===== src/rtl/ddr2_arb_pkg.sv =====
// rtl/ddr2_arb_pkg.sv - shared types and defaults for the DDR2 two-client arbiter
package ddr2_arb_pkg;

    localparam int ADDR_W_DEF = 27;
    localparam int LINE_W_DEF = 128;

    typedef enum logic {
        IDLE = 1'b0,
        WAIT = 1'b1
    } arb_state_t;

    typedef struct packed {
        logic                  read;
        logic [ADDR_W_DEF-1:0] addr;
        logic [LINE_W_DEF-1:0] wdata;
    } mem_req_t;

endpackage


===== src/rtl/ddr2_arbiter_req_fifo.sv =====
// rtl/ddr2_arbiter_req_fifo.sv - per-client request FIFO, power-of-two depth
module req_fifo
    import ddr2_arb_pkg::*;
#(
    parameter int DEPTH = 2
) (
    input  logic     clk,
    input  logic     rst,
    input  logic     push_i,
    input  mem_req_t data_i,
    input  logic     pop_i,
    output mem_req_t data_o,
    output logic     full_o,
    output logic     empty_o
);

    localparam int AW = $clog2(DEPTH);

    // Pointers carry one extra wrap bit so full and empty are distinguishable.
    logic [AW:0] wr_ptr_q;
    logic [AW:0] rd_ptr_q;
    mem_req_t    mem_q [DEPTH];
    logic        push_ok;
    logic        pop_ok;

    assign empty_o = (wr_ptr_q == rd_ptr_q);
    assign full_o  = (wr_ptr_q[AW] != rd_ptr_q[AW]) &&
                     (wr_ptr_q[AW-1:0] == rd_ptr_q[AW-1:0]);
    assign push_ok = push_i && !full_o;
    assign pop_ok  = pop_i && !empty_o;
    assign data_o  = mem_q[rd_ptr_q[AW-1:0]];

    always_ff @(posedge clk or posedge rst) begin
        if (rst) begin
            wr_ptr_q <= '0;
            rd_ptr_q <= '0;
        end else begin
            if (push_ok) wr_ptr_q <= wr_ptr_q + (AW+1)'(1);
            if (pop_ok)  rd_ptr_q <= rd_ptr_q + (AW+1)'(1);
        end
    end

    always_ff @(posedge clk) begin
        if (push_ok) mem_q[wr_ptr_q[AW-1:0]] <= data_i;
    end

endmodule


===== src/rtl/ddr2_arbiter.sv =====
// rtl/ddr2_arbiter.sv - shares one DDR2 port between I-cache (c0) and D-cache (c1)
// DDR2_ARB_FIXED_PRIO_EN: c0 always wins ties instead of round-robin.
module ddr2_arbiter
    import ddr2_arb_pkg::*;
#(
    parameter int ADDR_W = ADDR_W_DEF,
    parameter int LINE_W = LINE_W_DEF,
    parameter int QDEPTH = 2
) (
    input  logic              clk,
    input  logic              rst,
    input  logic              c0_enable,
    input  logic              c0_read,
    input  logic [ADDR_W-1:0] c0_addr,
    input  logic [LINE_W-1:0] c0_wdata,
    input  logic              c1_enable,
    input  logic              c1_read,
    input  logic [ADDR_W-1:0] c1_addr,
    input  logic [LINE_W-1:0] c1_wdata,
    output logic              c0_available,
    output logic [LINE_W-1:0] c0_rdata,
    output logic              c1_available,
    output logic [LINE_W-1:0] c1_rdata,
    output logic              mem_enable,
    output logic              mem_read,
    output logic [ADDR_W-1:0] mem_addr,
    output logic [LINE_W-1:0] mem_wdata,
    input  logic              mem_available,
    input  logic [LINE_W-1:0] mem_rdata,
    output logic              overflow
);

    arb_state_t        state_q, state_d;
    logic              owner_q;
    logic              read_q;
    logic              mem_enable_q;
    logic              mem_read_q;
    logic [ADDR_W-1:0] mem_addr_q;
    logic [LINE_W-1:0] mem_wdata_q;
    logic              c0_avail_q, c1_avail_q;
    logic [LINE_W-1:0] c0_rdata_q, c1_rdata_q;
    logic              overflow_q;
`ifndef DDR2_ARB_FIXED_PRIO_EN
    logic              rr_q;
`endif

    mem_req_t c0_req, c1_req, head0, head1, head_win;
    logic     full0, full1, empty0, empty1;
    logic     grant, win, pop0, pop1, done;

    assign c0_req = '{read: c0_read, addr: c0_addr, wdata: c0_wdata};
    assign c1_req = '{read: c1_read, addr: c1_addr, wdata: c1_wdata};

    req_fifo #(.DEPTH(QDEPTH)) u_q0 (
        .clk(clk), .rst(rst), .push_i(c0_enable), .data_i(c0_req),
        .pop_i(pop0), .data_o(head0), .full_o(full0), .empty_o(empty0)
    );

    req_fifo #(.DEPTH(QDEPTH)) u_q1 (
        .clk(clk), .rst(rst), .push_i(c1_enable), .data_i(c1_req),
        .pop_i(pop1), .data_o(head1), .full_o(full1), .empty_o(empty1)
    );

    always_comb begin
        state_d = state_q;
        grant   = 1'b0;
        win     = 1'b0;
        case (state_q)
            IDLE: begin
                if (!empty0 || !empty1) begin
                    grant   = 1'b1;
                    state_d = WAIT;
`ifdef DDR2_ARB_FIXED_PRIO_EN
                    win = empty0;
`else
                    // On a tie, the client that did not own the last transaction wins.
                    win = (!empty0 && !empty1) ? ~rr_q : empty0;
`endif
                end
            end
            WAIT: begin
                if (mem_available) state_d = IDLE;
            end
            default: state_d = IDLE;
        endcase
    end

    assign pop0     = grant && !win;
    assign pop1     = grant && win;
    assign head_win = win ? head1 : head0;
    assign done     = (state_q == WAIT) && mem_available;

    always_ff @(posedge clk or posedge rst) begin
        if (rst) state_q <= IDLE;
        else     state_q <= state_d;
    end

`ifndef DDR2_ARB_FIXED_PRIO_EN
    always_ff @(posedge clk or posedge rst) begin
        if (rst)       rr_q <= 1'b0;
        else if (done) rr_q <= owner_q;
    end
`endif

    always_ff @(posedge clk or posedge rst) begin
        if (rst) begin
            owner_q      <= 1'b0;
            read_q       <= 1'b0;
            mem_enable_q <= 1'b0;
            mem_read_q   <= 1'b0;
            mem_addr_q   <= '0;
            mem_wdata_q  <= '0;
            c0_avail_q   <= 1'b0;
            c1_avail_q   <= 1'b0;
            c0_rdata_q   <= '0;
            c1_rdata_q   <= '0;
            overflow_q   <= 1'b0;
        end else begin
            mem_enable_q <= grant;
            c0_avail_q   <= 1'b0;
            c1_avail_q   <= 1'b0;
            if (grant) begin
                mem_read_q  <= head_win.read;
                mem_addr_q  <= head_win.addr;
                mem_wdata_q <= head_win.wdata;
                owner_q     <= win;
                read_q      <= head_win.read;
            end
            // Write completions are absorbed here; only reads go back to a cache.
            if (done && read_q) begin
                if (owner_q) begin
                    c1_rdata_q <= mem_rdata;
                    c1_avail_q <= 1'b1;
                end else begin
                    c0_rdata_q <= mem_rdata;
                    c0_avail_q <= 1'b1;
                end
            end
            if ((c0_enable && full0) || (c1_enable && full1)) overflow_q <= 1'b1;
        end
    end

    assign mem_enable   = mem_enable_q;
    assign mem_read     = mem_read_q;
    assign mem_addr     = mem_addr_q;
    assign mem_wdata    = mem_wdata_q;
    assign c0_available = c0_avail_q;
    assign c1_available = c1_avail_q;
    assign c0_rdata     = c0_rdata_q;
    assign c1_rdata     = c1_rdata_q;
    assign overflow     = overflow_q;

endmodule

===== config.mk =====
export PLATFORM = sky130hd
export DESIGN_NAME = ddr2_arbiter
export DESIGN_NICKNAME = d
export VERILOG_FILES = /design/src/rtl/ddr2_arb_pkg.sv /design/src/rtl/ddr2_arbiter_req_fifo.sv /design/src/rtl/ddr2_arbiter.sv
export SDC_FILE = /design/constraint.sdc
export NUM_CORES = 2
export LEC_CHECK = 0
export CAP_MARGIN = 20
export CORE_AREA = 5 5 329 331
export CTS_BUF_LIST = sky130_fd_sc_hd__clkbuf_8 sky130_fd_sc_hd__clkbuf_16
export DETAILED_ROUTE_END_ITERATION = 16
export DIE_AREA = 0 0 334 336
export RECOVER_POWER = 50
export SYNTH_ARGS = -nofsm -noshare
export SYNTH_HDL_FRONTEND = slang
export SYNTH_SLANG_ARGS = --single-unit

===== constraint.sdc =====
create_clock -name clk -period 13.8 [get_ports clk]
set_input_delay 2.07 -clock clk [delete_from_list [all_inputs] [get_ports clk]]
set_output_delay 2.07 -clock clk [all_outputs]
set_load 0.005 [all_outputs]

-- Word-level counts from Yosys, hierarchy flattened
Memories as Yosys holds them, arrays and structs flattened.
Cells that the tools add are included.
W data, S select, Z words.
- $add $sub $neg: 4
- equal/unequal tests: 6
- mux-type cells: 16
- bitwise gates (word level): 3
- reduce and logical (&&, ||, !) cells: 22
- operators by type and width (operator ; count):
    $mux W156 ; 1
    $mux W1 ; 14
    $logic_and A1 B1 Y1 ; 13
    $add A2 B1 Y2 const B ; 4
    $logic_not A1 Y1 ; 5
    $eq A2 B2 Y1 ; 2
    $reduce_and A2 Y1 ; 2
    $not A1 Y1 ; 3
    $eq A1 B1 Y1 ; 2
    $logic_or A1 B1 Y1 ; 2
    $ne A1 B1 Y1 ; 2
    $pmux W1 S2 ; 1
- bits in registers: 427
- RAM bits: 624
- output and inout bits: 416
- word-level logic and storage cells: 69
- memories kept: 2
- memories (name ; words ; width ; read ports ; clocked after memory_dff ; wr ports ; RTL line ; source):
    u_q0.mem_q ; 2 ; 156 ; 1 ; 0 ; 1 ; ddr2_arbiter_req_fifo.sv:22 ; mem_req_t mem_q [DEPTH];
    u_q1.mem_q ; 2 ; 156 ; 1 ; 0 ; 1 ; ddr2_arbiter_req_fifo.sv:22 ;

-- Longest topological paths before layout
- depth in word-level cells: 9
- gate-level depth with buffers: 9
- mapped depth without buffers: 5

-- By module
A second synthesis with hierarchy kept.
- cell total of the unflattened synthesis: 2181
- area, all modules: 39771.9 µm²
- by module, submodules not included (module ; times used ; cells each ; area each (µm²) ; sequential area each (µm²)):
    req_fifo ; 2 ; 512 ; 11467.2 ; 9469.1
    ddr2_arbiter ; 1 ; 1157 ; 16837.4 ; 10485.1

-- Worst setup path after synthesis
OpenSTA, ideal clock, no wires.
- path type: input to register
- from: input c1_enable
- to: memory u_q1.mem_q[0][0] (netlist name), enable pin
- setup time: 0.894 ns
- arrival time: 13.202 ns
- slack: -0.297 ns
- stages on the path: 1
- buffers on the path: 0
- path through: nor3b_1
- longest elaborated chain between the ends: 3
- ends and longest elaborated chain (what ; RTL line ; source):
    start: declaration ; ddr2_arbiter.sv:16 ; input logic c1_enable,
    $logic_and A1 B1 Y1 ; ddr2_arbiter_req_fifo.sv:29 ; assign push_ok = push_i && !full_o;
    $mux W1 ; ddr2_arbiter_req_fifo.sv:44 ; if (push_ok) mem_q[wr_ptr_q[AW-1:0]] <= data_i;
    $mux W1 (not written as such) ; ddr2_arbiter_req_fifo.sv:44 ;
    end: declaration ; ddr2_arbiter_req_fifo.sv:22 ;
No other way between the ends.

-- Worst setup path in the final report
- from: register u_q0.wr_ptr_q[1]
- to: register mem_wdata_q[99] (netlist: mem_wdata[99])
- longest elaborated chain between the ends: 7
- elaborated cells between the ends (all ways): 10
- classes of those cells: 1 x eq/ne; 6 x mux; 3 x reduce/logical
- ends and longest elaborated chain (what ; RTL line ; source):
    start: declaration ; ddr2_arbiter_req_fifo.sv:20 ; logic [AW:0] wr_ptr_q;
    start signal: assignment ; ddr2_arbiter_req_fifo.sv:38 ; if (push_ok) wr_ptr_q <= wr_ptr_q + (AW+1)'(1);
    $eq A2 B2 Y1 * ; ddr2_arbiter_req_fifo.sv:26 ; assign empty_o = (wr_ptr_q == rd_ptr_q);
    $logic_not A1 Y1 ; ddr2_arbiter.sv:70, ddr2_arbiter.sv:77 ;
    $logic_and A1 B1 Y1 ; ddr2_arbiter.sv:77 ; win = (!empty0 && !empty1) ? ~rr_q : empty0;
    $mux W1 ; ddr2_arbiter.sv:77 ;
    $mux W1 ; ddr2_arbiter.sv:70 ; if (!empty0 || !empty1) begin
    $mux W1 ; ddr2_arbiter.sv:68 ; case (state_q)
    $mux W156 ; ddr2_arbiter.sv:90 ; assign head_win = win ? head1 : head0;
    end signal: assignment ; ddr2_arbiter.sv:125 ; mem_wdata_q <= head_win.wdata;
    end: declaration ; ddr2_arbiter.sv:39 ; logic [LINE_W-1:0] mem_wdata_q;
Every way passes the cells marked *; elsewhere a longest branch is shown, timed or not.
A chain may end at the register's enable or synchronous reset.

==> run_results.csv <==
group,metric,value,unit
critical_path,crit_type,"register to register",
critical_path,crit_path_frequent_cell,"clkbuf_1",
die,core,0.105,sq mm
timing,fin_crit_sh,59.2,%
detailed_routing,final_antenna_net_count,0,
timing,final.setup.worst_slack,5630,ps
critical_path,cpMaxStageDelayCell,"clkbuf_1",
cts,clk_latency,690,ps
cells_and_area,area_growth_syn_to_layout,34.5,%
place,placed_cell_area,0.0491,sq mm
yosys,synth_edf_count,624,
cts,clock_sinks,1051,
yosys,syn_avg_cell_area,13.9,sq um
critical_path,path_cells,"xnor2_1, clkbuf_1, a21boi_0, nor3b_2, clkbuf_1, buf_4, a221o_1",
timing,finalSetupViolCount,0,
detailed_routing,drt-total-wl,126000,microns
power_and_ir_drop,comb_power_share,38.0,%
yosys,yosysTopAreaCell,"edfxtp_1",
critical_path,path_buf_inv,3,
timing,finClkSkew,27.7,ps
cts,post_cts_buffers,0,
place,place_ws,8250,ps
power_and_ir_drop,p_int,8.28,mW
power_and_ir_drop,leakage,21.0,nW
global_route,first_global_vias,26300,
critical_path,cp.required,14430,ps
yosys,synthTopCellsByArea,"edfxtp_1 (48%), dfrtp_1 (27%), nand2_1 (7.4%), a221o_1 (4.0%), mux2i_1 (3.0%)",
power_and_ir_drop,p_switching,4.51,mW
power_and_ir_drop,switching_share,35.3,%
power_and_ir_drop,clkPwrFrac,22.5,%
yosys,seq_area_frac_synth,75.2,%
place,port_buffers,860,
critical_path,cp-start-kind,"register",
status,outcome,"complete, but fails checks",
detailed_routing,drtPass1Iterations,5,
timing,drv_slew,465,
critical_path,cp_max_fo,82,
global_route,grt_usage,21.4,%
global_route,antenna_found_initial,83,
cts,cts_made_buffers,111,
job,drv_cap,10,
die,die_y,336,microns
global_route,grt_overflow,0,
cts,root_buffer,"clkbuf_16",
yosys,synth_nets,3264,
yosys,synth_ff_type,"edfxtp_1",
yosys,syn_inst,2819,
cells_and_area,stdcell_area,0.0526,sq mm
critical_path,critPathTopFamily,"buffers and inverters",
global_route,grt_start_max_net_pins,171,
power_and_ir_drop,ir_drop,0.000263,V
timing,tns,0,ps
cts,clock_path_buffers,3,
yosys,syn-cell-area,0.0391,sq mm
yosys,synth_top_cell_area_share,47.9,%
yosys,yosysUniqueCellTypes,38,
detailed_routing,drc,0,
yosys,async_reset_ff_share,40.6,%
yosys,ys_ff_latch,1051,
cts,cts_hold_buf,0,
timing,relSlewSlack,-216,%
cells_and_area,mostFrequentLayoutCell,"nand2_1",
detailed_routing,viasPerCell,5.12,
power_and_ir_drop,pwr-share-seq,39.5,%
cells_and_area,layout_common_cells,"nand2_1 (774), edfxtp_1 (624), clkdlybuf4s50_1 (504)",
global_route,grt_first_pass_wirelength,180000,microns
detailed_routing,initialDrtViolationCount,1995,
place,detailedPlacementHpwl,80300,microns
critical_path,cp-end-kind,"register",
place,place_congestion,0.834,
die,die_area,0.112,sq mm
cells_and_area,drive_gt1_share,5.64,%
die,io_pins,861,
detailed_routing,routedWlPerCell,24.4,microns
yosys,synth_warnings,0,
timing,finalCriticalPeriod,8170,ps
cts,cts_max_level,3,
cells_and_area,layout.nets,4072,
status,violations,"max-capacitance violations, max-slew violations",
timing,hold_violations,0,
critical_path,slowest_delay,2660,ps
timing,fmax,122,MHz
timing,tightestPinTransition,4740,ps
power_and_ir_drop,powerDensity,243,mW/mm^2
critical_path,crit_arrival,8800,ps
cts,cts_resized,0,
cts,cts.clk_slew.worst_paths,60,ps
cts,cts_tree,"built",
timing,grt_setup_unrepaired,"no",
die,initial_core_util,37.3,%
die,core.rowCount,119,
die,die-width,334,microns
detailed_routing,route.vias.total,26400,
min_path,hp-class,"register to register",
sequential cells by signal, indices dropped and copies added, names as in the netlist:
register,flops
rr_q,1
c0_rdata,128
mem_enable,1
owner_q,1
u_q0.mem_q,312
overflow,1
u_q0.wr_ptr_q,2
mem_addr,27
u_q0.rd_ptr_q,2
mem_wdata,128
c1_available,1
u_q1.mem_q,312
mem_read,1
c1_rdata,128
u_q1.wr_ptr_q,2
c0_available,1
state_q,1
u_q1.rd_ptr_q,2
stage by stage:
step                      util, %  hold slack [ps]  std cells  total power [mW]
after floorplan                 -              456       2819              7.67
after global placement       46.8              456       4905              9.99
after detailed placement     46.8              461       4905              10.1
after CTS                    50.2              465       5113              13.0
after global routing         50.2              484       5129              13.5
final                        50.2              465       5148              12.8
power by group through the flow:
stage          sequential, mW  combinational (mW)  clock (mW)
3_5_place_dp             5.10                4.97           0
3_3_place_gp             5.08                4.91           0
4_1_cts                  5.05                4.98        2.95
6_report                 5.06                4.86        2.88
2_1_floorplan            5.16                2.52           0
5_1_grt                  5.15                5.24        3.08
cell type report:
cell class | instances | area, sq um
timing repair buffer | 896 | 8930
clock inverter | 85 | 594
fill | 9175 | 52200
tap | 1391 | 1740
inverter | 122 | 463
sequential | 1051 | 29400
antenna | 35 | 87.6
multi-input combinational | 1445 | 8420
clock buffer | 123 | 2970
kinds of logic (layout without fill, tap and decap cells):
family / after synthesis / in the layout / share of synthesized area (%)
compound gates: 442 / 442 / 9.35
simple gates: 872 / 872 / 8.71
flops: 1051 / 1051 / 75.2
buf+inv: 323 / 1226 / 3.36
xor+xnor: 12 / 12 / 0.326
other cells: 0 / 35 / 0
mux: 119 / 119 / 3.05
synthesized netlist by cell type (3+ instances only):
cell      number
edfxtp_1     624
a211oi_1      39
buf_1         13
a221o_1      155
nand4_1       40
mux2i_1      117
dfrtp_1      427
buf_2         37
nand2_1      775
xor2_1         8
a31oi_1       80
nor3b_1        3
o32ai_1      116
inv_1        122
buf_6          7
nor2_1        45
clkbuf_1     143
a21oi_1       42
xnor2_2        3
worst reg2reg max path: stages (launching register included):
cell	delay, ps
dfrtp_1	410
xnor2_1	260
clkbuf_1	2660
a21boi_0	690
nor3b_2	350
clkbuf_1	2280
buf_4	1150
a221o_1	310
routing by layer:
layer / vias to the layer above / wire, microns / global-route usage (%)
met1: 13100 / 48900 / 26.1
met4: 36 / 3580 / 6.70
li1: 12000 / - / -
met3: 236 / 9990 / 6.65
met5: - / 223 / 0
met2: 966 / 62900 / 36.6
path summary, 6_finish.rpt:
path / startpoint / slack, ps / depth (start not counted) / end
setup / recovery: u_q0.wr_ptr_q[1]$_DFFE_PP0N_ / 5630 / 7 / mem_wdata[99]$_DFFE_PP0P_
hold / removal: u_q1.mem_q[1][3]$_DFFE_PP_ / 470 / 1 / mem_wdata[3]$_DFFE_PP0P_
setup reg to reg: u_q0.wr_ptr_q[1]$_DFFE_PP0N_ / 5630 / 7 / mem_wdata[99]$_DFFE_PP0P_
hold reg to reg: u_q1.mem_q[1][3]$_DFFE_PP_ / 470 / 1 / mem_wdata[3]$_DFFE_PP0P_
max in group asynchronous: rst / 8740 / 5 / u_q0.wr_ptr_q[0]$_DFFE_PP0N_
min in group asynchronous: rst / 2020 / 2 / c1_rdata[97]$_DFFE_PP0P_
Power figures use the tool's default switching activity.
==> RTL change 1 (config.mk and constraints unchanged) <==
Change the package constant `LINE_W_DEF` from 128 to 192.
--- a/src/rtl/ddr2_arb_pkg.sv
+++ b/src/rtl/ddr2_arb_pkg.sv
@@ -4,3 +4,3 @@
     localparam int ADDR_W_DEF = 27;
-    localparam int LINE_W_DEF = 128;
+    localparam int LINE_W_DEF = 192;
 
Ports: changed (6 resized); port bits go from 861 to 1245. The function was not compared with the original's and may differ.
==> RTL change 1 against the unedited design <==
  * The run now fails in 3_2_place_iop
  * Synthesized area increased by 42%
==> RTL change 1: results (changes against the unedited design) <==
status stopped before the end; Fail Step 3_2_place_iop; tool error [ERROR PPL-0024] Number of IO pins (1245) exceeds maximum number of available positions (1208). Increase the die perimeter from 1340.00um to 1693.20um.; XOR/XNOR Fraction of Synth Area 0.002301 (-0.0009611); #FFs+latches synth 1499 (+43%); Syn Area/Cell 13.94 um2 (+0.44%); EDFF count, synth 880 (+41%); Area contributors post-synth edfxtp_1 48%, dfrtp_1 28%, nand2_1 7.9%; die width 334 um (unchanged); mux cell area share after synthesis 0.03287 (+0.002358); fraction of registers with async set/reset 0.4129 (+0.006662); Primary FF master, synth edfxtp_1; register area share after synthesis 0.7557 (+0.003651); top post-synthesis cells by count 1160 x nand2_1, 880 x edfxtp_1, 619 x dfrtp_1, 219 x a221o_1, 203 x clkbuf_1; unique cell type count in the Yosys netlist 37 (-2.6%); compound-cell area share of the yosys netlist 0.08769 (-0.005795); Synth Area in Adders 0 (unchanged); post-synthesis net count 4616 (+41%); Synth Warn # 0 (unchanged)
## RTL change 1: cell count changes after synthesis, sizes merged
cell,before,now
a221o,155,219
buf,58,68
clkbuf,143,203
dfrtp,427,619
edfxtp,624,880
inv,122,187
mux2,2,1
mux2i,117,181
nand2,775,1160
nand2b,1,2
o21ai,2,3
o32ai,116,180
or2,1,0
## RTL change 1: cell families after synthesis
group | count (synthesis)
AOI/OAI and AO/OA | 571
xor gates and xnor gates | 12
buffers and inverters | 458
DFF | 1499
muxes | 182
and+or+nand+nor | 1257
==> RTL change 2 (config.mk and constraints unchanged) <==
Without the edit above. Make the reset (`rst`) synchronous in 4 clocked blocks.
--- a/src/rtl/ddr2_arbiter_req_fifo.sv
+++ b/src/rtl/ddr2_arbiter_req_fifo.sv
@@ -32,3 +32,3 @@
 
-    always_ff @(posedge clk or posedge rst) begin
+    always_ff @(posedge clk) begin
         if (rst) begin
--- a/src/rtl/ddr2_arbiter.sv
+++ b/src/rtl/ddr2_arbiter.sv
@@ -92,3 +92,3 @@
 
-    always_ff @(posedge clk or posedge rst) begin
+    always_ff @(posedge clk) begin
         if (rst) state_q <= IDLE;
@@ -98,3 +98,3 @@
 `ifndef DDR2_ARB_FIXED_PRIO_EN
-    always_ff @(posedge clk or posedge rst) begin
+    always_ff @(posedge clk) begin
         if (rst)       rr_q <= 1'b0;
@@ -104,3 +104,3 @@
 
-    always_ff @(posedge clk or posedge rst) begin
+    always_ff @(posedge clk) begin
         if (rst) begin
Function: not settled (the Yosys comparison gave no result); the edit may change what the design does.
==> RTL change 2 against the unedited design <==
  * The flow still finishes with violations (capacitance limit, slew limit)
  * Synthesized area is 0.43% higher
  * Worst setup slack lost 490 ps
  * Cell area grew 0.42%
  * Wire length rose by 7.5%
  * Hold slack got worse by 17 ps
  * Die area unchanged
  * Sequential cell count is 2 higher
  * Critical path type is now in -> reg
  * Critical endpoint is now u_q0.rd_ptr_q[1]$_SDFFE_PP0P_
  * Largest cell class unchanged
Power is not compared: it rests on default switching activity, and its combinational part moved more than twofold at a synthesized area within 25%.
==> RTL change 2: results (changes against the unedited design) <==
reg2reg start u_q1.rd_ptr_q[1]$_SDFFE_PP0P_; worst slew pin tran 4897 ps (+153.5 ps); reg-to-reg slack, setup 6220 ps (+590 ps); max-cap viol count 11 (+1); Multi-In Gates 1784 (+23%); Fin Hold WS 448.8 ps (-16.63 ps); grt met2 use 0.3656 (-0.0007443); Pins Over Slew Limit 557 (+20%); non-clock buffer share of cell area 0.1688 (-0.0009241); share of cells above drive strength 1 0.1050 (+0.04862); met1 usage in global routing 0.2799 (+0.01907); Cells after Synth 3112 (+10%); worst-case clock buffer depth 3 (unchanged); n_diodes 59 (+69%); Inst Count DP 5132 (+4.6%); Inverters 6 (-95%); worst clock skew 28.26 ps (+0.5801 ps); clock sink total 1053 (+0.19%); register area share after synthesis 0.6955 (-0.05660); initial antenna violation count 107 (+29%); top post-synthesis cells by count 624 x edfxtp_1, 608 x nand2_1, 429 x dfxtp_1, 280 x a21oi_1, 239 x clkbuf_1; unique cell type count in the Yosys netlist 35 (-7.9%); worst setup path end u_q0.rd_ptr_q[1]$_SDFFE_PP0P_; Routed met1 length 53460 um (+9.4%); Worst Path Max Fanout 89 (+8.5%); violated checks capacitance limit, slew limit; Vias 28424 (+7.9%); Reg area 0.02734 mm2 (-7.1%); DP Wirelength 87040 um (+8.4%); met3 WL 12040 um (+20%); DR WL met2 64200 um (+2.0%); Finished Layout Cells 5401 (+4.9%); delay of the slowest critical-path stage 3380 ps (+720 ps); DR WL/cell 25.00 um (+2.5%); clock buffer count 132 (+7.3%); Area contributors post-synth edfxtp_1 48%, dfxtp_1 22%, nand2_1 5.8%; initial DRC count 2242 (+12%); first-pass GRT wire length 190600 um (+5.6%); gr usage total 0.2274 (+0.01354); fillers 9349 (+1.9%); share of cell area taken by multi-input logic gates 0.2088 (+0.04883); vias in the first global route 27235 (+3.5%); status finished with violations; non-clock buffer count 898 (+0.22%); crit path launch rst; Critical R2R Capture mem_wdata[71]$_SDFFE_PP0N_
## RTL change 2: cell count changes in the layout (fill, tap and decap cells not counted), moves of 155 or more
cell     change
nand2_1    -167
a21oi_1    +239
dfxtp_1    +426
a221o_1    -155
mux2_2     +199
dfrtp_1    -426
## RTL change 2: stage by stage
stage / instance area, um2 / setup WS, ps / power, W
2_1_floorplan: 39290 / 4355 / 0.005411
3_3_place_gp: 49130 / 8651 / 0.006501
3_5_place_dp: 49130 / 8598 / 0.006528
4_1_cts: 52770 / 9360 / 0.009490
5_1_grt: 52800 / 4770 / 0.009784
6_report: 52850 / 5132 / 0.009365
## RTL change 2: worst min path at each step
stage | depth (start not counted) | from | to
floorplan | 2 | c0_rdata[0]$_SDFFE_PP0P_ | c0_rdata[0]$_SDFFE_PP0P_
global placement | 2 | c1_rdata[63]$_SDFFE_PP0P_ | c1_rdata[63]$_SDFFE_PP0P_
detailed placement | 2 | c1_rdata[16]$_SDFFE_PP0P_ | c1_rdata[16]$_SDFFE_PP0P_
CTS | 2 | c1_rdata[16]$_SDFFE_PP0P_ | c1_rdata[16]$_SDFFE_PP0P_
global route | 2 | c0_rdata[123]$_SDFFE_PP0P_ | c0_rdata[123]$_SDFFE_PP0P_
finish | 2 | c1_rdata[16]$_SDFFE_PP0P_ | c1_rdata[16]$_SDFFE_PP0P_
## RTL change 2: kinds of logic (layout without fill, tap and decap cells)
kind of cell | after synthesis | in the layout | synth area share
xor+xnor | 10 | 10 | 0.002229
compound gates | 684 | 684 | 0.1161
mux | 215 | 215 | 0.06117
flops | 1053 | 1053 | 0.6955
other cells | 0 | 59 | 0
simple gates | 875 | 875 | 0.09821
buf+inv | 275 | 1114 | 0.02678
## RTL change 2: critical path, delay by kind of cell
family / cells / cell delay (ps)
simple gates: 1 / 70
buf+inv: 2 / 6590
mux: 1 / 410
